==> config.mk <==
export PLATFORM = sky130hd
export DESIGN_NAME = alu_arbiter
export DESIGN_NICKNAME = d
export VERILOG_FILES = /design/src/rtl/alu_arbiter.sv
export SDC_FILE = /design/constraint.sdc
export NUM_CORES = 1
export LEC_CHECK = 0
export CORE_AREA = 5 5 201 203
export CTS_BUF_LIST = sky130_fd_sc_hd__clkbuf_4 sky130_fd_sc_hd__clkbuf_8
export DETAILED_ROUTE_END_ITERATION = 7
export DIE_AREA = 0 0 206 208
export PLACE_DENSITY_LB_ADDON = 0.25
export SYNTH_ARGS = -nofsm -noshare
export SYNTH_HDL_FRONTEND = slang
export SYNTH_SLANG_ARGS = --single-unit
==> constraint.sdc <==
create_clock -name clk -period 4.02 [get_ports clk]
set_clock_uncertainty 0.05 [all_clocks]
set_input_delay 0.402 -clock clk [delete_from_list [all_inputs] [get_ports clk]]
set_output_delay 0.402 -clock clk [all_outputs]
set_load 0.01 [all_outputs]
==> src/rtl/alu_arbiter.sv <==
// alu_arbiter: shares one fixed-latency ALU between N_REQ valid/ready requesters
// using round-robin grants, a tag pipe that follows each op, and per-requester response registers.
package p_alu;
   typedef enum logic [2:0] {
      CORE_OP_ADD     = 3'd0,
      CORE_OP_SUB     = 3'd1,
      CORE_OP_AND     = 3'd2,
      CORE_OP_OR      = 3'd3,
      CORE_OP_XOR     = 3'd4,
      CORE_OP_SLL     = 3'd5,
      CORE_OP_SRL     = 3'd6,
      CORE_OP_INVALID = 3'd7
   } core_op_e;

   typedef struct packed {
      core_op_e op;
      logic     is_signed;
   } s_control;
endpackage

module alu_arbiter #(
   parameter int N_REQ       = 4,
   parameter int WIDTH       = 32,
   parameter int ALU_LATENCY = 2
) (
   input  logic                            clk,
   input  logic                            rst_n,
   input  logic [N_REQ-1:0]                req_valid,
   output logic [N_REQ-1:0]                req_ready,
   input  p_alu::s_control [N_REQ-1:0]     req_ctrl,
   input  logic [N_REQ-1:0][WIDTH-1:0]     req_a,
   input  logic [N_REQ-1:0][WIDTH-1:0]     req_b,
   output logic [N_REQ-1:0]                rsp_valid,
   input  logic [N_REQ-1:0]                rsp_ready,
   output logic [N_REQ-1:0][WIDTH-1:0]     rsp_data,
   output logic [N_REQ-1:0]                rsp_err,
   output logic                            alu_valid,
   output p_alu::s_control                 alu_ctrl,
   output logic [WIDTH-1:0]                alu_a,
   output logic [WIDTH-1:0]                alu_b,
   input  logic [WIDTH-1:0]                alu_result
);
   localparam int IDX_W = $clog2(N_REQ);

   logic [N_REQ-1:0]                  outstanding_q, outstanding_d;
   logic [IDX_W-1:0]                  last_q, last_d;
   logic [N_REQ-1:0]                  hs_s, eligible_s, grant_s;
   logic                              grant_vld_s, grant_inv_s;
   logic [IDX_W-1:0]                  grant_idx_s;

   logic                              alu_valid_q, alu_valid_d;
   p_alu::s_control                   alu_ctrl_q, alu_ctrl_d;
   logic [WIDTH-1:0]                  alu_a_q, alu_a_d, alu_b_q, alu_b_d;

   logic                              iss_v_q, iss_v_d, iss_err_q, iss_err_d;
   logic [IDX_W-1:0]                  iss_idx_q, iss_idx_d;
   logic [ALU_LATENCY-1:0]            tag_v_q, tag_v_d, tag_err_q, tag_err_d;
   logic [ALU_LATENCY-1:0][IDX_W-1:0] tag_idx_q, tag_idx_d;

   logic [N_REQ-1:0]                  rsp_valid_q, rsp_valid_d, rsp_err_q, rsp_err_d;
   logic [N_REQ-1:0][WIDTH-1:0]       rsp_data_q, rsp_data_d;

   // A response consumed this cycle frees its slot for a same-cycle re-grant.
   assign hs_s       = rsp_valid_q & rsp_ready;
   assign eligible_s = rst_n ? (req_valid & (~outstanding_q | hs_s)) : {N_REQ{1'b0}};

   // Round-robin search starting one past the last granted requester.
   always_comb begin
      logic [IDX_W-1:0] cand;
      cand        = last_q;
      grant_vld_s = 1'b0;
      grant_idx_s = last_q;
      for (int k = 1; k <= N_REQ; k++) begin
         cand = IDX_W'((int'(last_q) + k) % N_REQ);
         if (!grant_vld_s && eligible_s[cand]) begin
            grant_vld_s = 1'b1;
            grant_idx_s = cand;
         end else begin
            grant_vld_s = grant_vld_s;
         end
      end
   end

   always_comb begin
      grant_s = {N_REQ{1'b0}};
      if (grant_vld_s) begin
         grant_s[grant_idx_s] = 1'b1;
      end else begin
         grant_s = {N_REQ{1'b0}};
      end
      grant_inv_s = grant_vld_s && (req_ctrl[grant_idx_s].op == p_alu::CORE_OP_INVALID);
   end

   assign req_ready = grant_s;

   // Issue side: an invalid op takes a slot but leaves an ALU bubble and holds the operands.
   always_comb begin
      outstanding_d = (outstanding_q & ~hs_s) | grant_s;
      last_d        = grant_vld_s ? grant_idx_s : last_q;
      alu_valid_d   = grant_vld_s & ~grant_inv_s;
      if (alu_valid_d) begin
         alu_ctrl_d = req_ctrl[grant_idx_s];
         alu_a_d    = req_a[grant_idx_s];
         alu_b_d    = req_b[grant_idx_s];
      end else begin
         alu_ctrl_d = alu_ctrl_q;
         alu_a_d    = alu_a_q;
         alu_b_d    = alu_b_q;
      end
      iss_v_d   = grant_vld_s;
      iss_idx_d = grant_idx_s;
      iss_err_d = grant_inv_s;
   end

   // Tag stage 0 lines up with the cycle after alu_valid; the tail lines up with alu_result.
   always_comb begin
      tag_v_d      = tag_v_q;
      tag_idx_d    = tag_idx_q;
      tag_err_d    = tag_err_q;
      tag_v_d[0]   = iss_v_q;
      tag_idx_d[0] = iss_idx_q;
      tag_err_d[0] = iss_err_q;
      for (int k = 1; k < ALU_LATENCY; k++) begin
         tag_v_d[k]   = tag_v_q[k-1];
         tag_idx_d[k] = tag_idx_q[k-1];
         tag_err_d[k] = tag_err_q[k-1];
      end
   end

   always_comb begin
      rsp_valid_d = rsp_valid_q & ~hs_s;
      rsp_data_d  = rsp_data_q;
      rsp_err_d   = rsp_err_q;
      for (int i = 0; i < N_REQ; i++) begin
         if (tag_v_q[ALU_LATENCY-1] && (tag_idx_q[ALU_LATENCY-1] == IDX_W'(i))) begin
            rsp_valid_d[i] = 1'b1;
            rsp_err_d[i]   = tag_err_q[ALU_LATENCY-1];
            rsp_data_d[i]  = tag_err_q[ALU_LATENCY-1] ? {WIDTH{1'b0}} : alu_result;
         end else begin
            rsp_valid_d[i] = rsp_valid_d[i];
         end
      end
   end

   // Reset discards all in-flight tags, so late ALU results are never retired.
   always_ff @(posedge clk or negedge rst_n) begin
      if (!rst_n) begin
         outstanding_q <= {N_REQ{1'b0}};
         last_q        <= IDX_W'(N_REQ - 1);
         alu_valid_q   <= 1'b0;
         alu_ctrl_q    <= '{op: p_alu::CORE_OP_ADD, is_signed: 1'b0};
         alu_a_q       <= {WIDTH{1'b0}};
         alu_b_q       <= {WIDTH{1'b0}};
         iss_v_q       <= 1'b0;
         iss_idx_q     <= {IDX_W{1'b0}};
         iss_err_q     <= 1'b0;
         tag_v_q       <= {ALU_LATENCY{1'b0}};
         tag_idx_q     <= {(ALU_LATENCY*IDX_W){1'b0}};
         tag_err_q     <= {ALU_LATENCY{1'b0}};
         rsp_valid_q   <= {N_REQ{1'b0}};
         rsp_data_q    <= {(N_REQ*WIDTH){1'b0}};
         rsp_err_q     <= {N_REQ{1'b0}};
      end else begin
         outstanding_q <= outstanding_d;
         last_q        <= last_d;
         alu_valid_q   <= alu_valid_d;
         alu_ctrl_q    <= alu_ctrl_d;
         alu_a_q       <= alu_a_d;
         alu_b_q       <= alu_b_d;
         iss_v_q       <= iss_v_d;
         iss_idx_q     <= iss_idx_d;
         iss_err_q     <= iss_err_d;
         tag_v_q       <= tag_v_d;
         tag_idx_q     <= tag_idx_d;
         tag_err_q     <= tag_err_d;
         rsp_valid_q   <= rsp_valid_d;
         rsp_data_q    <= rsp_data_d;
         rsp_err_q     <= rsp_err_d;
      end
   end

   assign alu_valid = alu_valid_q;
   assign alu_ctrl  = alu_ctrl_q;
   assign alu_a     = alu_a_q;
   assign alu_b     = alu_b_q;
   assign rsp_valid = rsp_valid_q;
   assign rsp_data  = rsp_data_q;
   assign rsp_err   = rsp_err_q;

endmodule

==> results of run 1 <==
[stage by stage]
step / power, uW / worst slack [ns]
6_report: 14320 / 0.2410
5_1_grt: 15350 / 0.01971
4_1_cts: 14570 / 0.2340
3_5_place_dp: 12180 / 0.2280
3_3_place_gp: 12050 / 0.3069
2_1_floorplan: 8307 / 1.023
[state kept, by name, summed over array words and instances (netlist names), 2 cells and up]
signal,cells
last_q,2
iss_idx_q,2
tag_v_q,2
alu_a,32
tag_idx_q,2
tag_err_q,2
tag_idx_d,2
rsp_err,4
alu_b,32
alu_ctrl,4
rsp_valid,4
rsp_data,128
outstanding_q,4
[area by class of cell]
cell class | instances | area (um2)
fill | 3714 | 21030
tap | 518 | 648.1
sequential | 223 | 5583
timing repair buffer | 548 | 5503
antenna | 8 | 20.02
inverter | 7 | 26.28
multi-input combinational | 677 | 4594
clock inverter | 7 | 72.57
clock buffer | 66 | 808.3
[metal layers]
metal | part of all wire | global-route usage
met1 | 0.39 | 0.2124
met2 | 0.48 | 0.3007
met3 | 0.10 | 0.08159
met4 | 0.028 | 0.06287
met5 | 0.0022 | 0
[cell families after synthesis]
family          after synthesis
buf+inv                      83
mux                         143
compound gates              284
simple gates                250
flops                       223
[power by group through the flow]
stage          registers [uW]  logic [uW]  clock network (uW)
6_report                 4030        7980                2300
4_1_cts                  4050        8140                2390
3_3_place_gp             4040        8010                   0
2_1_floorplan            4440        3870                   0
5_1_grt                  4180        8680                2490
3_5_place_dp             4060        8120                   0
[synthesized netlist by cell type, types with 6 or more instances]
master                       n  area share
sky130_fd_sc_hd__buf_2      13      0.0062
sky130_fd_sc_hd__nand2b_1   32       0.019
sky130_fd_sc_hd__nor2_1      7      0.0025
sky130_fd_sc_hd__mux2_4     39       0.056
sky130_fd_sc_hd__mux2i_1    71       0.068
sky130_fd_sc_hd__a21oi_1    68       0.032
sky130_fd_sc_hd__inv_1       6      0.0021
sky130_fd_sc_hd__nor2b_1    65       0.039
sky130_fd_sc_hd__mux2_1     26       0.028
sky130_fd_sc_hd__o21ai_0   133       0.063
sky130_fd_sc_hd__dfrtp_1   221        0.53
sky130_fd_sc_hd__clkbuf_1   55       0.020
sky130_fd_sc_hd__nand2_1   131       0.047
sky130_fd_sc_hd__a211oi_1   65       0.046
[cell usage in the layout (no fill, tap or decap), types with 2 or more instances in the layout]
master / n
sky130_fd_sc_hd__clkbuf_8: 50
sky130_fd_sc_hd__dfstp_2: 2
sky130_fd_sc_hd__clkdlybuf4s50_1: 521
sky130_fd_sc_hd__mux2_4: 39
sky130_fd_sc_hd__nor3_1: 2
sky130_fd_sc_hd__clkbuf_4: 16
sky130_fd_sc_hd__clkinv_2: 3
sky130_fd_sc_hd__diode_2: 8
sky130_fd_sc_hd__o22a_1: 3
sky130_fd_sc_hd__mux2_1: 26
sky130_fd_sc_hd__inv_1: 6
sky130_fd_sc_hd__nor2b_1: 65
sky130_fd_sc_hd__a21oi_1: 68
sky130_fd_sc_hd__o21ai_0: 133
sky130_fd_sc_hd__o21ai_1: 2
sky130_fd_sc_hd__mux2i_4: 3
sky130_fd_sc_hd__a21boi_1: 2
sky130_fd_sc_hd__or2_1: 2
sky130_fd_sc_hd__buf_4: 19
sky130_fd_sc_hd__mux2_2: 4
sky130_fd_sc_hd__nand3b_1: 2
sky130_fd_sc_hd__nor2_1: 7
sky130_fd_sc_hd__nand3_1: 2
sky130_fd_sc_hd__buf_12: 6
sky130_fd_sc_hd__nand2_1: 131
sky130_fd_sc_hd__a211oi_1: 65
sky130_fd_sc_hd__nand2b_1: 32
sky130_fd_sc_hd__mux2i_1: 71
sky130_fd_sc_hd__dfrtp_1: 221
[how the worst max path moves through the flow]
stage                     slack [ns]         start  cells past startpoint            to
after detailed placement        0.23  rsp_ready[3]                     11     alu_a[21]
after global routing            0.02         rst_n                      9  req_ready[0]
after global placement          0.31  rsp_ready[3]                     11     alu_a[21]
final                           0.24         rst_n                      9  req_ready[2]
after CTS                       0.23         rst_n                      9  req_ready[2]
after floorplan                 1.02  rsp_valid[3]                      9  req_ready[0]
==> metrics list, run 1 <==
* Final Hold Viols: 0
* FF+latch count, synth: between 200 and 250
* Placed Area: approximately 16000 um2
- Total power per unit cell area: 829.7 nW/um2
- Setup TNS: 0 ns
- Switching share of power: 0.3815
- Internal power: between 8000 and 9000 uW
- Number of cells traversed by the worst register-to-register path: 10
- Initial core utilization: 0.2744
- Cell type of the slowest stage on the worst timing path: sky130_fd_sc_hd__clkdlybuf4s50_1
- Area of the die: around 43000 um2
- Worst R2R Start: rsp_valid[3]
* Max transition margin: 0.4065
- Run status: finished clean
- Final critical path time including I/O delays and setup: roughly 3.8 ns
- Startpoint types: input pin
- In this run the horizontal extent of the chip is 206 um.
- Top Family by Delay on Critical Path: buffers and inverters
- The number of buffers and inverters on the critical path is 3.
* Post-synthesis adder-cell area fraction: 0
* Setup crit end kind: primary output
- Predominant post-synthesis flop cell: sky130_fd_sc_hd__dfrtp_1
* Sequence of cells on the critical path: dlygate4sd3_1 -> buf_8 -> nand2_1 -> nor2_1 -> o22ai_1 -> o21ai_4 -> nand2_1 -> nor2_1 -> clkdlybuf4s50_1
- The setup path with the least slack is of type in -> out.
- In this run the worst path has a maximum fanout of 39.
- Of the synthesized area, sequential elements account for 0.5313.
- Standby leakage power: ~0.0073 uW
- Worst hold path class: in -> async
* Synthesized Nets: roughly 1300
- Counting flops with a built-in enable in the synthesized netlist gives 0.
- Vias/cell: 4.494
- Capture instance of the worst register-to-register path: alu_a[24]
* Remaining design rule violation count: 0
- The finished cells cover about 17000 um2.
- For this block, the initial DRC count from the detailed router was between 200 and 300.
- The first global-routing pass estimated ~60000 um of wire.
* Number of library cell types mapped by synthesis: 43
- Of the total synthesized cell area, the portion taken by XOR and XNOR cells is 0.
- Of the cells placed in the final design, the portion with a size suffix greater than 1 is 0.1008.
- Vias in the first global route: 9848
- After the last flow step, the layout net total stands at between 1500 and 2000.
- Placement Rows: 72
* Clk pwr share: 0.161
* Required time of the critical path: between 3 and 4 ns
* Via Count: roughly 9000
- At the end of routability-driven placement, the weighted congestion stood at 0.8364.
* Arrival time reported for the critical path endpoint: 3.33 ns
- Maximum clock rate: roughly 0.26 GHz
* Part of the power in combinational logic: 0.557
- Net Switching: about 5500 uW
* Area added between synthesis and finish: 64.22%
- Clock root cell: sky130_fd_sc_hd__clkbuf_8
- At the pin with the least slew margin, the transition time is roughly 0.89 ns.
- The number of hold buffers added after CTS was 1.
- Worst-skew pair later-pin latency: 0.55 ns
* Clock H-tree levels: 2
- Clock tree from TritonCTS: yes
- After synthesis, the share of flip-flops with an asynchronous set or reset is 1.000.
- Total count of max-transition violations in the final report: 0
- Remaining Overflow, GRT: 0
* Combinational family with the most area after synthesis: multiplexers
- Number of buffers added on ports: between 500 and 600
* Worst hold slack: 0.2734 ns
* Worst stage delay on the critical path: between 0.6 and 0.7 ns
* Max-capacitance violation count: 0
- Post-Synthesis Cells: about 1000
* Area inside the core boundary: roughly 38000 um2
- Total track usage: 0.1830
- The number of antenna violations at the first check in global routing was 14.
* Final non-filler cell total: just over 2000
* First drt pass iteration count: 4
- Setup fix buffers added after clock tree synthesis: 0
* Antenna Violating Nets Remaining: 0
- In the finished design, the share of the clock period the worst path needs comes to 0.9401.
* Vert. Die Dim: between 200 and 250 um
* Worst voltage drop across the vdd grid: 402.8 uV
- Share of synthesized area spent on multiplexers: 0.1619
- The synthesized netlist occupies a cell area of roughly 11000 um2.
- Power share of the sequential group: 0.282
* Count of warnings emitted by yosys: 0
* Avg WL per Cell: 19.72 um
- Counting the buffers created by CTS gives 40.
* I/O pin count: between 500 and 600
* Largest net degree at the start of global routing: 94
- Syn Area/Cell: 10.69 um2
* Final setup violation count: 0
* Complex-gate fraction of the synthesized area: 0.1562
- Clock-pin slew of the registers on the worst-case setup and hold paths: about 0.060 ns
- Setup repair after global routing left no endpoint under its margin.
* Simple-Gate Fraction of Synth Area: 0.1161
- CTS saw 223 sinks.
* Total half-perimeter wirelength after legalization and detailed placement: about 32000 um
- Total placed cells including tap cells: 1972
- For this run, the share of the core covered by cells in the final layout is 0.4507.
- Post-cts gate resize count: 0
- Maximum number of buffers from clock root to sink: 3
* Reg2reg setup slack: about 0.63 ns
- After detailed routing, the total wire length is approximately 41000 um.
(Power assumes the default switching activity.)
==> inputs of run 2 (changes only) <==
--- a/config.mk
+++ b/config.mk
@@ -5,6 +5,7 @@
 export SDC_FILE = /design/constraint.sdc
 export NUM_CORES = 1
 export LEC_CHECK = 0
+export ABC_AREA = 1
 export CORE_AREA = 5 5 201 203
 export CTS_BUF_LIST = sky130_fd_sc_hd__clkbuf_4 sky130_fd_sc_hd__clkbuf_8
 export DETAILED_ROUTE_END_ITERATION = 7
==> run 2 against run 1 <==
Effect of this change: non-clock buffer count shrank 4; synthesized cell count rose by 60%; maximum frequency rose by 1.6%; global-route usage is 3.2 points higher; clock power increased by 7%; largest power group unchanged; count of clock-buffer cells in the layout up 1; highest routed layer unchanged; cell count is 27% higher; critical endpoint is now req_ready[3]; sequential share of layout area fell by 0.88 points; first-iteration DRC count is 120% higher.
==> metrics list, run 2 <==
* Run status: finished clean
- Largest area contributor in the netlist: sky130_fd_sc_hd__dfrtp_1
- Of the total synthesized cell area, the portion taken by AND, OR, NAND and NOR gates is 0.3737.
* Cell type of the slowest stage on the worst timing path: sky130_fd_sc_hd__dlygate4sd3_1
* Critical Path Most Common Cell: sky130_fd_sc_hd__nand2_1
* Startpoint types: input pin
- In this run the clock root is driven by a sky130_fd_sc_hd__clkbuf_8.
* Initial core utilization: 0.2899
- Top Family by Delay on Critical Path: buffers and inverters
* Remaining Overflow, GRT: 0
- The layout has about 3800 filler cells.
- Final setup violation count: 0
- In this run the critical register-to-register path is captured at alu_b[23].
- Vias in the first global route: 12297
* Predominant post-synthesis flop cell: sky130_fd_sc_hd__dfrtp_1
- Avg WL per Cell: approximately 18 um
- The later pin in the worst-skew pair is clocked with a latency of around 0.53 ns.
- Tcrit/Tclk final: 0.9257
* Count of flip-flops with a built-in enable after synthesis: 0
- Worst hold path class: reg -> reg
- Ratio of cells with drive above 1 in the final layout: 0.05675
- The congestion estimate from routability-driven global placement came to roughly 0.89.
* Syn Area/Cell: a little over 7 um2
- Inserted Clock Buffers: 42
- Total power per unit cell area: 1061 nW/um2
* Arrival time reported for the critical path endpoint: between 3 and 4 ns
* Clock H-tree levels: 2
* Required time of the critical path: roughly 3.6 ns
- TritonCTS built the clock tree.
- Global-route wire length before repair: around 72000 um
- In the routed design, unresolved DRC markers number 0.
* Number of flip-flops under the largest register name: 128
* Clock sink total: 223
* Commonest cells after routing, fill and taps aside: 842 x sky130_fd_sc_hd__nand2_1, 521 x sky130_fd_sc_hd__clkdlybuf4s50_1, 221 x sky130_fd_sc_hd__dfrtp_1, 142 x sky130_fd_sc_hd__o21ai_0, 104 x sky130_fd_sc_hd__nor2_1
- In this run the remaining antenna-violating nets after routing total 0.
* Number of antenna violations at the first check in global routing: 4
- Maximum number of buffers from clock root to sink: 3
- Setup TNS: 0 ns
* Number of library cell types mapped by synthesis: 22
* Final-stage net count: 2380
* Met1 Use GR: 0.2469
- Combinational family with the most area after synthesis: simple AND/OR/NAND/NOR gates
- The worst-case IR drop observed on VDD is between 500 and 600 uV.
* Final critical path time including I/O delays and setup: 3.721 ns
- Maximum clock rate: between 0.2 and 0.3 GHz
- The worst register-to-register path begins at last_q[0].
- Unrepaired setup endpoints after global routing: false
- In the global route stage, overall resource usage came out at 0.2151.
- Synthesis handed over a netlist of between 1500 and 2000 instances.
- Setup slack on the worst reg-to-reg path comes out at around 0.83 ns.
- Clock-pin slew of the registers on the worst-case setup and hold paths: about 0.05 ns
* Max-capacitance violation count: 0
- Synthesized-area fraction occupied by xor and xnor cells: 0.002931
- Setup crit end kind: primary output
- Worst stage delay on the critical path: about 0.59 ns
- The number of pins with negative max-slew slack in the final report is 0.
- Vert. Die Dim: around 210 um
- OpenSTA, run right after detailed placement, puts the worst setup slack at 0.6220 ns.
- First drt pass iteration count: 5
- Standby leakage power: about 0.0087 uW
- Post-cts gate resize count: 0
* Complex-gate fraction of the synthesized area: 0.06448
* Post-synthesis adder-cell area fraction: 0
* Most Used Layer, Global Route: met2
- The library cell used most frequently in the layout, excluding fill and tap cells, is sky130_fd_sc_hd__nand2_1.
- In the synthesized netlist the async set-or-reset flop fraction comes to 1.000.
- The setup path with the least slack is of type in -> out.
- Placement Rows: a little over 70
- Counting flops and latches in the post-synthesis netlist gives ~220.
* Number of cells on the worst hold path: 0
- In this run the tightest slew margin relative to its limit is 0.2780.
- Area inside the core boundary: between 30000 and 40000 um2
- Via Count: 12012
* Largest net degree at the start of global routing: about 140
- By area the synthesized netlist is led by sky130_fd_sc_hd__dfrtp_1 50%, sky130_fd_sc_hd__nand2_1 29%, sky130_fd_sc_hd__o21ai_0 6.4%, sky130_fd_sc_hd__nand3_1 4.2%, sky130_fd_sc_hd__nor2_1 3.5%.
- The number of buffers and inverters on the critical path is 4.
- Met2 global-route usage: 0.3902
* Final Hold Viols: 0
* CP Max Fanout: 37
- M3 GR Usage: 0.05808
- Post-synthesis instance area: ~11000 um2
- Leading post-synthesis cells by instance count: 843 x sky130_fd_sc_hd__nand2_1, 221 x sky130_fd_sc_hd__dfrtp_1, 142 x sky130_fd_sc_hd__o21ai_0
* Area of the die: 42850 um2
- Setup fix buffers added after clock tree synthesis: 0
* Hold wc startpoint: tag_idx_d[3]
- Drt total wl: 47310 um
- In this run the count of I/O pins placed on the die edge is roughly 520.
* Worst hold slack: slightly below 0.3 ns
- Setup slack of the critical path after layout: 0.2988 ns
* DRT iter0 DRCs: 567
- Yosys instantiated no cell more often than sky130_fd_sc_hd__nand2_1.
- Share of synthesized area spent on multiplexers: 0
- Sequence of cells on the critical path: dlygate4sd3_1 -> buf_8 -> nand2_1 -> inv_1 -> nand3_1 -> nand3_1 -> nand2_1 -> nand2_1 -> nand3_2 -> nand2_4 -> nand2_1 -> nor2_1 -> clkdlybuf4s50_1
- Pin slew with the least headroom to its limit: around 1.1 ns
- The die is about 200 um wide.
- Synthesized Nets: 1885
- Yosys printed 0 warnings.
- Relative to the synthesized area, the layout overhead comes to 59.81%.
* Number of cells traversed by the worst register-to-register path: 15
* Worst Hold Path EP: tag_idx_q[3]
- After clock tree synthesis, the flow added hold-fix buffers numbering 1.
- During placement, the flow inserted port buffers numbering ~520.
- Total half-perimeter wirelength after legalization and detailed placement: ~35000 um
* Vias/cell: between 4 and 5
- The share of the Yosys chip area taken by registers is 0.5030.
- The share of synthesized area in the top cell type comes to 0.4983.
==> run 2: cell types whose count changed after synthesis, moves of 7 or more <==
cell                       before  now
sky130_fd_sc_hd__mux2_4        39    0
sky130_fd_sc_hd__buf_2         13   25
sky130_fd_sc_hd__nand2b_1      32    0
sky130_fd_sc_hd__mux2i_1       71    0
sky130_fd_sc_hd__mux2_1        26    0
sky130_fd_sc_hd__nor2_1         7  104
sky130_fd_sc_hd__a211oi_1      65    0
sky130_fd_sc_hd__inv_1          6   48
sky130_fd_sc_hd__nand2_1      131  843
sky130_fd_sc_hd__a21oi_1       68    0
sky130_fd_sc_hd__nor2b_1       65    0
sky130_fd_sc_hd__nand3_1        3   94
sky130_fd_sc_hd__o21ai_0      133  142
sky130_fd_sc_hd__clkbuf_1      55   62
==> run 2: worst max path at each step <==
| stage | startpoint | to | slack (ns) | depth (start not counted) |
|---|---|---|---|---|
| finish | rst_n | req_ready[3] | 0.30 | 13 |
| global route | rst_n | req_ready[3] | 0.04 | 13 |
| CTS | rst_n | req_ready[3] | 0.31 | 15 |
| detailed placement | rsp_ready[0] | alu_b[23] | 0.62 | 16 |
| global placement | rsp_ready[1] | alu_b[9] | 0.67 | 16 |
| floorplan | last_q[0] | req_ready[0] | 1.52 | 13 |
==> run 2: routing by layer <==
| layer | share of wire | wire [um] | vias up |
|---|---|---|---|
| met5 | 0.00027 | 13 | - |
| met2 | 0.52 | 24630 | 448 |
| li1 | - | - | 5872 |
| met3 | 0.080 | 3786 | 81 |
| met1 | 0.37 | 17610 | 5609 |
| met4 | 0.027 | 1265 | 2 |
==> run 2: kinds of logic after synthesis <==
group                  Yosys count
flip-flops                     223
AND/OR/NAND/NOR               1056
XOR/XNOR                         2
AO/OA/AOI/OAI                  143
buffers and inverters          147
==> run 2: area by class of cell <==
type                    count  area [um2]  area share
clock inverters             8       92.59    0.005220
flip-flops and latches    223        5583      0.3147
well taps                 518       648.1     0.03654
clock buffers              67       847.1     0.04775
multi-input cells        1201        4935      0.2782
repair buffers            544        5423      0.3057
inverters                  54       202.7     0.01143
diodes                      3       7.507   0.0004232
==> run 2: through the flow <==
step,std cells,utilization,cell area [um2],power [uW]
after floorplan,1571,-,11100,11580
after global placement,2539,0.4383,16780,16440
after detailed placement,2539,0.4383,16780,16610
after CTS,2615,0.4631,17730,19160
after global routing,2616,0.4632,17730,20760
final,2618,0.4633,17740,18820
==> run 2: report_power, final <==
| group | total, uW | switching, uW | internal, uW |
|---|---|---|---|
| Sequential | 4110 | 640 | 3470 |
| Clock | 2450 | 984 | 1460 |
| Combinational | 12300 | 7660 | 4600 |
| Total | 18800 | 9290 | 9540 |
==> run 2: worst register-to-register path: cells and delay by family (launching register included) <==
family | cells | cell delay (ns)
simple gates | 10 | 1.23
flops | 1 | 0.68
buf+inv | 3 | 0.70
compound gates | 2 | 0.49
==> inputs of run 3 (changes only) <==
--- a/config.mk
+++ b/config.mk
@@ -11,6 +11,7 @@
 export DETAILED_ROUTE_END_ITERATION = 7
 export DIE_AREA = 0 0 206 208
 export PLACE_DENSITY_LB_ADDON = 0.25
+export RECOVER_POWER = 100
 export SYNTH_ARGS = -nofsm -noshare
 export SYNTH_HDL_FRONTEND = slang
 export SYNTH_SLANG_ARGS = --single-unit
==> run 3 against run 2 <==
Effect of this change: the run now ends with max-capacitance violations, max-slew violations left; sequential share of layout area up 0.13 points; sequential power down 1%; sequential cell count unchanged; setup slack better by 0.0094 ns; worst hold slack about the same; clock power about the same; combinational power down 3%; largest power group unchanged.
==> metrics list, run 3 (synthesis gave the netlist of run 2 again) <==
* Run status: complete, but fails checks
- Violations in the final reports: max-capacitance violations, max-slew violations
- Of the total power, registers draw 0.221.
- Remaining design rule violation count: 0
* Vias in the first global route: 12297
* Top routing layer used: met5
- In this run the critical register-to-register path is launched from tag_idx_q[3].
* Routed length on met2: approximately 25000 um
- STA puts the critical path data required time at approximately 3.6 ns.
* Largest net degree at the start of global routing: between 100 and 150
- Reg2reg setup slack: ~0.45 ns
- The first global-routing pass estimated roughly 72000 um of wire.
- After detailed routing, the wire length on met1 is approximately 18000 um.
- For this design the total switching power over the nets is a little over 9000 uW.
- Global placer's final weighted congestion: between 0.8 and 0.9
- Avg WL per Cell: 18.09 um
- Tcrit/Tclk final: 0.9233
- Unrepaired setup endpoints after global routing: false
* Arrival time reported for the critical path endpoint: 3.26 ns
* Wire length on met3: ~3800 um
- Via Count: between 10000 and 15000
- Max-capacitance violation count: 4
- The floorplan step defined a core boundary enclosing 38290 um2.
* Final setup violation count: 0
* Total half-perimeter wirelength after legalization and detailed placement: 34730 um
- Maximum number of buffers from clock root to sink: 3
- Final critical path time including I/O delays and setup: about 3.7 ns
- Filler cell count in the final layout: 3857
- Start point of the critical path: rst_n
- Power comes to between 15000 and 20000 uW.
- The register with the most flip-flops in the layout has around 130 of them.
- The pre-antenna-repair detailed-routing pass consisted of 4 iterations.
* Vert. Die Dim: 208 um
- Using the TritonRoute via totals, the vias-per-cell ratio works out to 4.597.
- Commonest cells after routing, fill and taps aside: 843 x sky130_fd_sc_hd__nand2_1, 316 x sky130_fd_sc_hd__clkdlybuf4s50_1, 221 x sky130_fd_sc_hd__dfrtp_1, 206 x sky130_fd_sc_hd__dlygate4sd3_1, 142 x sky130_fd_sc_hd__o21ai_0
- Final-stage net count: around 2400
- The number of antenna violations at the first check in global routing is 4.
* Total count of max-transition violations in the final report: 130
* Setup crit end kind: primary output
* Switching share of power: 0.5012
* Internal power: just over 9000 uW
- Headroom to the max-slew limit came out at -0.3530.
* Multi-input logic area: 4895 um2
- Timing would allow up to approximately 0.27 GHz.
* Seq. cell area: 5583 um2
* I/O pin count: approximately 520
- Area of the die: around 43000 um2
- The worst-case IR drop observed on VDD is 602.9 uV.
- In the global route stage, overall resource usage came out at 0.2151.
* Drt total wl: 47370 um
- Most common cell after layout, fill and taps aside: sky130_fd_sc_hd__nand2_1
- Total power per unit cell area: between 1000 and 1500 nW/um2
* Capture instance of the worst register-to-register path: rsp_err[0]
* Pin slew with the least headroom to its limit: 2.030 ns
- Initial core utilization: 0.2899
- Once detail routing completed, the nets flagged for antenna violations numbered 0.
- The final count of hold timing violations came to 0.
- By startpoint and endpoint, the worst setup path is classified as in -> out.
- Area added between synthesis and finish: 59.15%
- Clock-pin slew of the registers on the worst-case setup and hold paths: about 0.050 ns
* Placement Rows: 72
- Following the worst setup path forward leads to its endpoint at req_ready[3].
- Of the total power, the clock network draws 0.133.
* Number of cells traversed by the worst register-to-register path: 6
* Standby leakage power: roughly 0.009 uW
- Worst-skew pair later-pin latency: approximately 0.53 ns
- The die is 206 um wide.
* Post-cts gate resize count: 0
- Of the cells placed in the final design, the portion with a size suffix greater than 1 is 0.05150.
* Remaining Overflow, GRT: 0
* Worst hold path class: reg -> reg
* Startpoint types: input pin
- Clock H-tree levels: 2
- Setup total negative slack on the finished layout was measured at 0 ns.
* Clock sink total: about 220
- TritonCTS built the clock tree.
- Inserted Clock Buffers: 42
- The first routing iteration left approximately 580 violations.
- Of the total power, combinational logic draws 0.646.
- Along the worst path, the maximum fanout reaches 37.
* Clock root cell: sky130_fd_sc_hd__clkbuf_8
* Number of buffers added on ports: around 520
-- run 3: changes by cell type in the layout (fill, tap and decap cells not counted), sizes merged --
| cell | change |
|---|---|
| inv | -1 |
| clkbuf | +9 |
| clkdlybuf4s50 | -205 |
| buf | -9 |
| clkinv | +1 |
| dlygate4sd3 | +205 |
-- run 3: layer usage --
metal | global-route usage | up-vias
met5 | 0 | -
met3 | 0.05808 | 79
met2 | 0.3902 | 453
met4 | 0.06173 | 2
met1 | 0.2469 | 5624
li1 | - | 5876
-- run 3: worst min path at each step --
stage	start	end	cells after the start
2_1_floorplan	rst_n	alu_a[0]	0
3_3_place_gp	rst_n	alu_a[30]	1
3_5_place_dp	rst_n	alu_a[30]	1
4_1_cts	rst_n	alu_a[11]	2
5_1_grt	tag_idx_d[3]	tag_idx_q[3]	0
6_report	tag_idx_d[3]	tag_idx_q[3]	0
-- run 3: power groups by stage --
stage	clock network [uW]	logic [uW]	registers (uW)
final	2440	11900	4060
after global routing	2630	13500	4200
after CTS	2540	12500	4120
after detailed placement	0	12500	4130
after global placement	0	12300	4110
after floorplan	0	7120	4460
-- run 3: cell type report --
cell class                 instances  area share
clock buffer                      67     0.04795
antenna                            3   0.0004250
clock inverter                     8    0.005242
inverter                          54     0.01147
timing repair buffer             544      0.3051
tap                              518     0.03669
multi-input combinational       1201      0.2771
sequential                       223      0.3161
-- run 3: timing repair --
action | in CTS | in global routing
hold endpoints to repair | 32 | 0
hold buffers | 1 | 0
setup buffers | 0 | 0
-- run 3: through the flow --
stage / instances / hold WS [ns] / util / cell area [um2] / setup WS, ns
after global routing: 2616 / 0.2968 / 0.4612 / 17660 / 0.02506
after global placement: 2539 / 0.2515 / 0.4383 / 16780 / 0.6727
final: 2618 / 0.2912 / 0.4614 / 17660 / 0.3082
after floorplan: 1571 / 0.05641 / - / 11100 / 1.523
after CTS: 2615 / 0.2740 / 0.4631 / 17730 / 0.3068
after detailed placement: 2539 / 0.2520 / 0.4383 / 16780 / 0.6220
-- run 3: worst max-delay path, cell delays in order --
cell and delay, ns:
sky130_fd_sc_hd__dlygate4sd3_1 0.59, sky130_fd_sc_hd__buf_8 0.28, sky130_fd_sc_hd__nand2_1 0.09, sky130_fd_sc_hd__inv_1 0.08, sky130_fd_sc_hd__nand3_1 0.12, sky130_fd_sc_hd__nand3_1 0.15
sky130_fd_sc_hd__nand2_1 0.11, sky130_fd_sc_hd__nand2_1 0.12, sky130_fd_sc_hd__nand3_2 0.17, sky130_fd_sc_hd__nand2_4 0.26, sky130_fd_sc_hd__nand2_1 0.16, sky130_fd_sc_hd__nor2_1 0.13
sky130_fd_sc_hd__clkdlybuf4s50_1 0.56
